File: config.mk
export PLATFORM = sky130hd
export DESIGN_NAME = backup_input_packer
export DESIGN_NICKNAME = d
export VERILOG_FILES = /design/src/rtl/backup_input_packer.sv
export SDC_FILE = /design/constraint.sdc
export NUM_CORES = 1
export LEC_CHECK = 0
export CAP_MARGIN = 5
export CORE_MARGIN = 5
export CORE_UTILIZATION = 43
export DETAILED_ROUTE_END_ITERATION = 8
export GPL_TIMING_DRIVEN = 1
export PLACE_DENSITY = 0.84
export SLEW_MARGIN = 20
export SYNTH_ARGS = -nofsm -noshare
export SYNTH_HDL_FRONTEND = slang
export SYNTH_SLANG_ARGS = --single-unit
File: constraint.sdc
create_clock -name clock -period 1.66 [get_ports clock]
set_input_delay 0.166 -clock clock [delete_from_list [all_inputs] [get_ports clock]]
set_output_delay 0.166 -clock clock [all_outputs]
set_load 0.02 [all_outputs]
File: src/rtl/backup_input_packer.sv
// Packs a stream of signed feature beats into one FIFO word per kernel row,
// tagging each word with its row id for the backup-input sender.
module backup_input_packer #(
    parameter int FEAT_W     = 8,
    parameter int BEAT_FEATS = 4,
    parameter int MEM_WIDTH  = 16,
    parameter int MAX_K      = 3,
    parameter int WIDTH_W    = 8
) (
    input  logic                           clock,
    input  logic                           resetN,
    input  logic                           start,
    input  logic [WIDTH_W-1:0]             cfg_width,
    input  logic [$clog2(MAX_K+1)-1:0]     cfg_rows,
    input  logic                           in_valid,
    output logic                           in_ready,
    input  logic [BEAT_FEATS*FEAT_W-1:0]   in_data,
    input  logic                           fifo_full,
    output logic                           fifo_wr_en,
    output logic [MEM_WIDTH*FEAT_W-1:0]    fifo_data,
    output logic [$clog2(MAX_K)-1:0]       row_id,
    output logic                           busy,
    output logic                           done
);

    localparam int RCFG_W    = $clog2(MAX_K + 1);
    localparam int ROW_W     = $clog2(MAX_K);
    localparam int MAX_BEATS = MEM_WIDTH / BEAT_FEATS;
    localparam int BCNT_W    = $clog2(MAX_BEATS + 1);

    localparam logic [1:0] S_IDLE = 2'd0;
    localparam logic [1:0] S_FILL = 2'd1;
    localparam logic [1:0] S_PUSH = 2'd2;
    localparam logic [1:0] S_DONE = 2'd3;

    function automatic logic [WIDTH_W-1:0] clamp_width(input logic [WIDTH_W-1:0] w);
        if (w > WIDTH_W'(MEM_WIDTH))
            return WIDTH_W'(MEM_WIDTH);
        return w;
    endfunction

    function automatic logic [RCFG_W-1:0] clamp_rows(input logic [RCFG_W-1:0] r);
        if (r == '0)
            return RCFG_W'(1);
        if (r > RCFG_W'(MAX_K))
            return RCFG_W'(MAX_K);
        return r;
    endfunction

    function automatic logic [BCNT_W-1:0] beats_for(input logic [WIDTH_W-1:0] w);
        logic [WIDTH_W:0] sum;
        sum = {1'b0, w} + (WIDTH_W+1)'(BEAT_FEATS - 1);
        return BCNT_W'(sum / (WIDTH_W+1)'(BEAT_FEATS));
    endfunction

    logic [1:0]               state;
    logic [WIDTH_W-1:0]       width_q;
    logic [RCFG_W-1:0]        rows_q;
    logic [BCNT_W-1:0]        beats_q;
    logic [BCNT_W-1:0]        beat_cnt;
    logic [ROW_W-1:0]         row_q;
    logic signed [FEAT_W-1:0] pack_buf [MEM_WIDTH];
    logic signed [FEAT_W-1:0] lane [BEAT_FEATS];

    logic [WIDTH_W-1:0] start_width;
    logic [RCFG_W-1:0]  start_rows;
    logic [BCNT_W-1:0]  start_beats;
    logic               beat_fire;
    logic               last_beat;
    logic               push_fire;
    logic               last_row;
    logic               buf_clear;

    assign start_width = clamp_width(cfg_width);
    assign start_rows  = clamp_rows(cfg_rows);
    assign start_beats = beats_for(start_width);

    assign beat_fire = (state == S_FILL) && in_valid;
    assign last_beat = (beat_cnt == beats_q - BCNT_W'(1));
    assign push_fire = (state == S_PUSH) && !fifo_full;
    assign last_row  = ((RCFG_W'(row_q) + RCFG_W'(1)) == rows_q);
    assign buf_clear = ((state == S_IDLE) && start) || (push_fire && !last_row);

    for (genvar l = 0; l < BEAT_FEATS; l++) begin : g_lane
        assign lane[l] = in_data[l*FEAT_W +: FEAT_W];
    end

    for (genvar s = 0; s < MEM_WIDTH; s++) begin : g_pack
        assign fifo_data[s*FEAT_W +: FEAT_W] = pack_buf[s];
    end

    assign in_ready   = (state == S_FILL);
    assign fifo_wr_en = push_fire;
    assign busy       = (state != S_IDLE);
    assign done       = (state == S_DONE);
    assign row_id     = row_q;

    // Packing buffer: each beat lands in its column window; columns past width stay zero.
    always_ff @(posedge clock or negedge resetN) begin
        if (!resetN) begin
            for (int s = 0; s < MEM_WIDTH; s++)
                pack_buf[s] <= '0;
        end else if (buf_clear) begin
            for (int s = 0; s < MEM_WIDTH; s++)
                pack_buf[s] <= '0;
        end else if (beat_fire) begin
            for (int s = 0; s < MEM_WIDTH; s++) begin
                if (BCNT_W'(s / BEAT_FEATS) == beat_cnt)
                    pack_buf[s] <= (WIDTH_W'(s) < width_q) ? lane[s % BEAT_FEATS] : '0;
            end
        end
    end

    // Batch sequencing: a zero-width row skips FILL entirely and pushes a zero word.
    always_ff @(posedge clock or negedge resetN) begin
        if (!resetN) begin
            state    <= S_IDLE;
            width_q  <= '0;
            rows_q   <= '0;
            beats_q  <= '0;
            beat_cnt <= '0;
            row_q    <= '0;
        end else begin
            case (state)
                S_IDLE: begin
                    if (start) begin
                        width_q  <= start_width;
                        rows_q   <= start_rows;
                        beats_q  <= start_beats;
                        beat_cnt <= '0;
                        row_q    <= '0;
                        state    <= (start_width == '0) ? S_PUSH : S_FILL;
                    end
                end
                S_FILL: begin
                    if (in_valid) begin
                        beat_cnt <= beat_cnt + BCNT_W'(1);
                        if (last_beat)
                            state <= S_PUSH;
                    end
                end
                S_PUSH: begin
                    if (!fifo_full) begin
                        if (last_row) begin
                            state <= S_DONE;
                        end else begin
                            row_q    <= row_q + ROW_W'(1);
                            beat_cnt <= '0;
                            state    <= (width_q == '0) ? S_PUSH : S_FILL;
                        end
                    end
                end
                default: state <= S_IDLE;
            endcase
        end
    end

endmodule
==> summary.md <==
| Metric | Value |
|---|---|
| Violated checks | negative setup slack |
| Kind of cell adding the most delay to the critical path | buffers and inverters |
| Count of port buffers added during placement | 180 |
| Status | finished, violations left |
| Gate count after technology mapping | 611 |
| Sum of negative setup slack | -0.0960 ns |
| Number of fill cells in the layout | 998 |
| Reg-to-reg startpoint | beat_cnt[0] |
| Worst hold slack | 0.248 ns |
| Area after DPL | 8830 sq um |
| Data arrival time of the critical path | 2.04 ns |
| Final Hold Vio Count | 0 |
| Routability cong. | 0.850 |
| Portion of the clock cycle consumed by the worst path in the final layout | 103% |
| Tightest slew margin relative to the limit | 69.8% |
| Total routing resource utilization after global routing | 23.0% |
| Fraction of layout instances using a drive strength above 1 | 27.3% |
| Drt initial violations | 590 |
| Crit-path max cell delay | 0.41 ns |
| Number of standard cells in the layout, taps in and fillers out | 1048 |
| Total wirelength of the detailed-routed design | 21200 microns |
| CP Max Fanout | 24 |
| Max rail drop VDD | 0.798 mV |
| Multiplexer fraction of the synthesized cell area | 0.518% |
| Upper clock frequency limit | 0.585 GHz |
| Leak pwr | 4.31 nW |
| Measured slew at the worst slew-check pin | 0.454 ns |
| Share of the synthesized area in compound gates (AO/OA/AOI/OAI) | 19.1% |
| Synthesized net count | 664 |
| Post-Synth Adder-Cell Area | 1.19% |
| Overall power | 19.6 mW |
| GRT Residual Overflow | 0 |
| Starting density of the core | 43.6% |
| Critical Path RT | 1.99 ns |
| Post-route core utilization | 70.0% |
| Initial antenna violation count | 0 |
| Post-Route Skew | 0.00853 ns |
| Worst reg2reg path depth | 8 |
| Kind of critical path | flip-flop to flip-flop |
| Max_cap viols | 0 |
| Number of antenna cells inserted | 0 |
| Dpl cells | 1002 |
| Clock root cell | sky130_fd_sc_hd__clkbuf_16 |
| Cell occurring most often along the worst timing path | sky130_fd_sc_hd__inv_1 |
| Seq/Total Area, Yosys | 59.0% |
| Setup-violating endpoint count in the final report | 9 |
| Mean number of vias per cell | 5.84 |
| Async set-or-reset flop fraction in the synthesized netlist | 100% |
| Pwr/cell area | 1940 nW/um^2 |
| Synthesized-area fraction occupied by xor and xnor cells | 0.836% |
| Maximum number of pins on one net before global-route repair | 43 |
| Final setup margin | -0.0500 ns |
| Hold WC Path Type | primary input to async pin |
| Clock sink count | 148 |
| CTS max path bufs | 2 |
| Count of cell types in the netlist | 51 |
| Count of flip-flops with a built-in enable after synthesis | 0 |
| Mapped cell area | 6280 sq um |
| Number of top-level design ports | 181 |
| H-tree levels | 4 |
| Yosys warnings | 0 |
| Iteration count of the initial detailed-routing pass | 5 |
| TritonCTS Buffers | 17 |
| Simple-gate share of the synthesized area | 15.7% |
| Number of slew-limit violations in the final report | 0 |
| Final min period | 1.71 ns |
| Count of vias placed by the detailed router | 6124 |
| Die outline height | 131 microns |
| Core region area | 14400 sq um |
| HPWL Detailed | 13800 microns |
| Endpoint of the most critical register-to-register path | fifo_data[16] |
| Critical Path End Type | flip-flop |
| Unrepaired setup endpoints after global routing | true |
| Worst path bufs/invs | 4 |
| Total number of placement rows | 44 |
| Clock-pin slew reported for the worst setup and hold paths after clock tree synthesis | 0.06 ns |
| Worst-Skew Late Latency | 0.42 ns |
| Register bit total from synthesis | 148 |
| Avg Synthesized Cell Area | 10.3 sq um |
| Wire length per cell | 20.2 microns |
| Crit-path slowest cell | sky130_fd_sc_hd__dfrtp_1 |
| Net total in the final layout | 906 |
| Element type at the critical path start | flip-flop |
| Setup slack of the most critical reg-to-reg path | -0.05 ns |
| Worst-case setup slack after placement | -0.173 ns |
| Most common flop cell mapped by yosys | sky130_fd_sc_hd__dfrtp_1 |
| DIE AREA | 17100 sq um |
| Number of remaining DRC errors | 0 |
| Clock tree from TritonCTS | yes |
| Final non-filler cell area | 10100 sq um |
| Routed Antenna Nets | 0 |
| Area overhead of the layout relative to synthesis | 60.7% |
| Overall die width | 131 microns |
| First-pass GRT wire length | 30300 microns |
| Combinational family with the most area after synthesis | compound AO/OA/AOI/OAI gates |
| Vias in the first global route | 5745 |
| Cells along the critical path | inv_1 > ha_1 > inv_1 > buf_4 > nor3_4 > buf_12 > nand3_1 > a21oi_1 |
## cells in the final DEF, fill, tap and decap left out, types with 3 or more instances in the layout
master                            Yosys  layout
sky130_fd_sc_hd__dfrtp_1            148     146
sky130_fd_sc_hd__buf_12               0      10
sky130_fd_sc_hd__a22oi_1             88      49
sky130_fd_sc_hd__a211oi_2             4       4
sky130_fd_sc_hd__nor2b_1              3       3
sky130_fd_sc_hd__a22oi_2              0      39
sky130_fd_sc_hd__bufinv_16            0       4
sky130_fd_sc_hd__buf_6                0      14
sky130_fd_sc_hd__nand2_1             52      52
sky130_fd_sc_hd__and2_1               3       3
sky130_fd_sc_hd__clkbuf_1            29       3
sky130_fd_sc_hd__buf_4                0      57
sky130_fd_sc_hd__buf_2               11       3
sky130_fd_sc_hd__clkbuf_16            0      20
sky130_fd_sc_hd__clkdlybuf4s50_1      0     173
sky130_fd_sc_hd__inv_2                1       6
sky130_fd_sc_hd__a22o_1               5       5
sky130_fd_sc_hd__a21oi_1             47      18
sky130_fd_sc_hd__nand3_1             46      43
sky130_fd_sc_hd__nand2b_1             3       3
sky130_fd_sc_hd__a311oi_2             3       3
sky130_fd_sc_hd__ha_1                 6       4
sky130_fd_sc_hd__nor2_2               0      12
sky130_fd_sc_hd__nor2_1              96      81
sky130_fd_sc_hd__nor2_4               0       3
sky130_fd_sc_hd__a21oi_2              0      29
sky130_fd_sc_hd__xnor2_1              5       4
sky130_fd_sc_hd__o21ai_1              8       6
sky130_fd_sc_hd__inv_1               13       9
## worst reg2reg max path, cell delays in order, from the launching register on
cell and delay [ns]:
sky130_fd_sc_hd__dfrtp_1 0.41, sky130_fd_sc_hd__inv_1 0.10, sky130_fd_sc_hd__ha_1 0.15, sky130_fd_sc_hd__inv_1 0.05, sky130_fd_sc_hd__buf_4 0.15, sky130_fd_sc_hd__nor3_4 0.21
sky130_fd_sc_hd__buf_12 0.20, sky130_fd_sc_hd__nand3_1 0.13, sky130_fd_sc_hd__a21oi_1 0.22
## cells in the mapped netlist (all sizes together) (2+ instances only)
cell type  count  area share, %
clkbuf        29            1.7
nor2          96            5.7
a211oi         4           0.80
or3            2           0.20
a22oi         88             11
nor4           3           0.54
nor2b          3           0.30
o31ai          2           0.32
mux2           2           0.36
inv           14           0.84
clkinv         2           0.12
a311oi         3           0.72
nand2         52            3.1
dfrtp        148             59
buf           13            1.0
o22ai          2           0.20
a21oi         47            3.7
xnor2          5           0.70
o211ai         2           0.24
o21ai          9           0.72
nand3         47            3.8
nand3b         2           0.24
nand2b         3           0.30
a22o           5           0.70
and2           3           0.30
ha             6            1.2
nor3           2           0.24
## registers in the layout, summed over array words and instances, names as in the netlist
| signal | count |
|---|---|
| beat_cnt | 3 |
| row_id | 2 |
| beats_q | 3 |
| width_q | 8 |
| state | 2 |
| fifo_data | 128 |
| rows_q | 2 |
## how the worst max path moves through the flow
stage	startpoint	cells after the start	slack, ns	to
after floorplan	width_q[4]	5	-0.07	state[0]
after global placement	in_valid	7	-0.11	fifo_data[77]
after detailed placement	in_valid	7	-0.17	fifo_data[66]
after CTS	beat_cnt[1]	8	0.003	fifo_data[24]
after global routing	beat_cnt[1]	8	-0.1	fifo_data[108]
final	beat_cnt[0]	8	-0.05	fifo_data[16]
## timing repair
action	4_1_cts	5_1_grt
setup endpoints to repair	39	138
pin swaps	1	25
hold buffers	1	0
resized for setup	24	112
gates cloned	0	5
endpoints found under the hold margin	37	0
buffers inserted	7	5
## cells by family (layout without fill, tap and decap cells)
kind of cell / Yosys count / in the layout
AOI/OAI and AO/OA: 170 / 170
adders and majority gates: 6 / 6
muxes: 3 / 3
DFF: 148 / 148
xor gates and xnor gates: 6 / 6
and+or+nand+nor: 220 / 220
buffers and inverters: 58 / 311
## metal layers
| metal | up-vias | GRT usage [%] | share of wire (%) |
|---|---|---|---|
| met5 | - | 0 | 0 |
| li1 | 2669 | - | - |
| met3 | 43 | 5.98 | 8.5 |
| met2 | 358 | 38.5 | 51 |
| met4 | 0 | 7.74 | 2.3 |
| met1 | 3054 | 29.0 | 38 |
## power by group
part	internal (mW)	switching [mW]	total, mW	leakage, nW
Combinational	4.62	5.10	9.73	2.03
Sequential	4.95	0.975	5.92	1.99
Clock	2.54	1.42	3.95	0.293
Total	12.1	7.50	19.6	4.31
## layout make-up
| cell class | count | area, sq um | share of cell area, % |
|---|---|---|---|
| tap | 184 | 230 | 2.28 |
| sequential | 148 | 3710 | 36.7 |
| timing repair buffer | 265 | 2670 | 26.4 |
| clock buffer | 21 | 450 | 4.46 |
| inverter | 16 | 60.1 | 0.595 |
| clock inverter | 9 | 155 | 1.54 |
| multi-input combinational | 405 | 2830 | 28.0 |
Note: power is estimated with default switching activity, not from simulation.
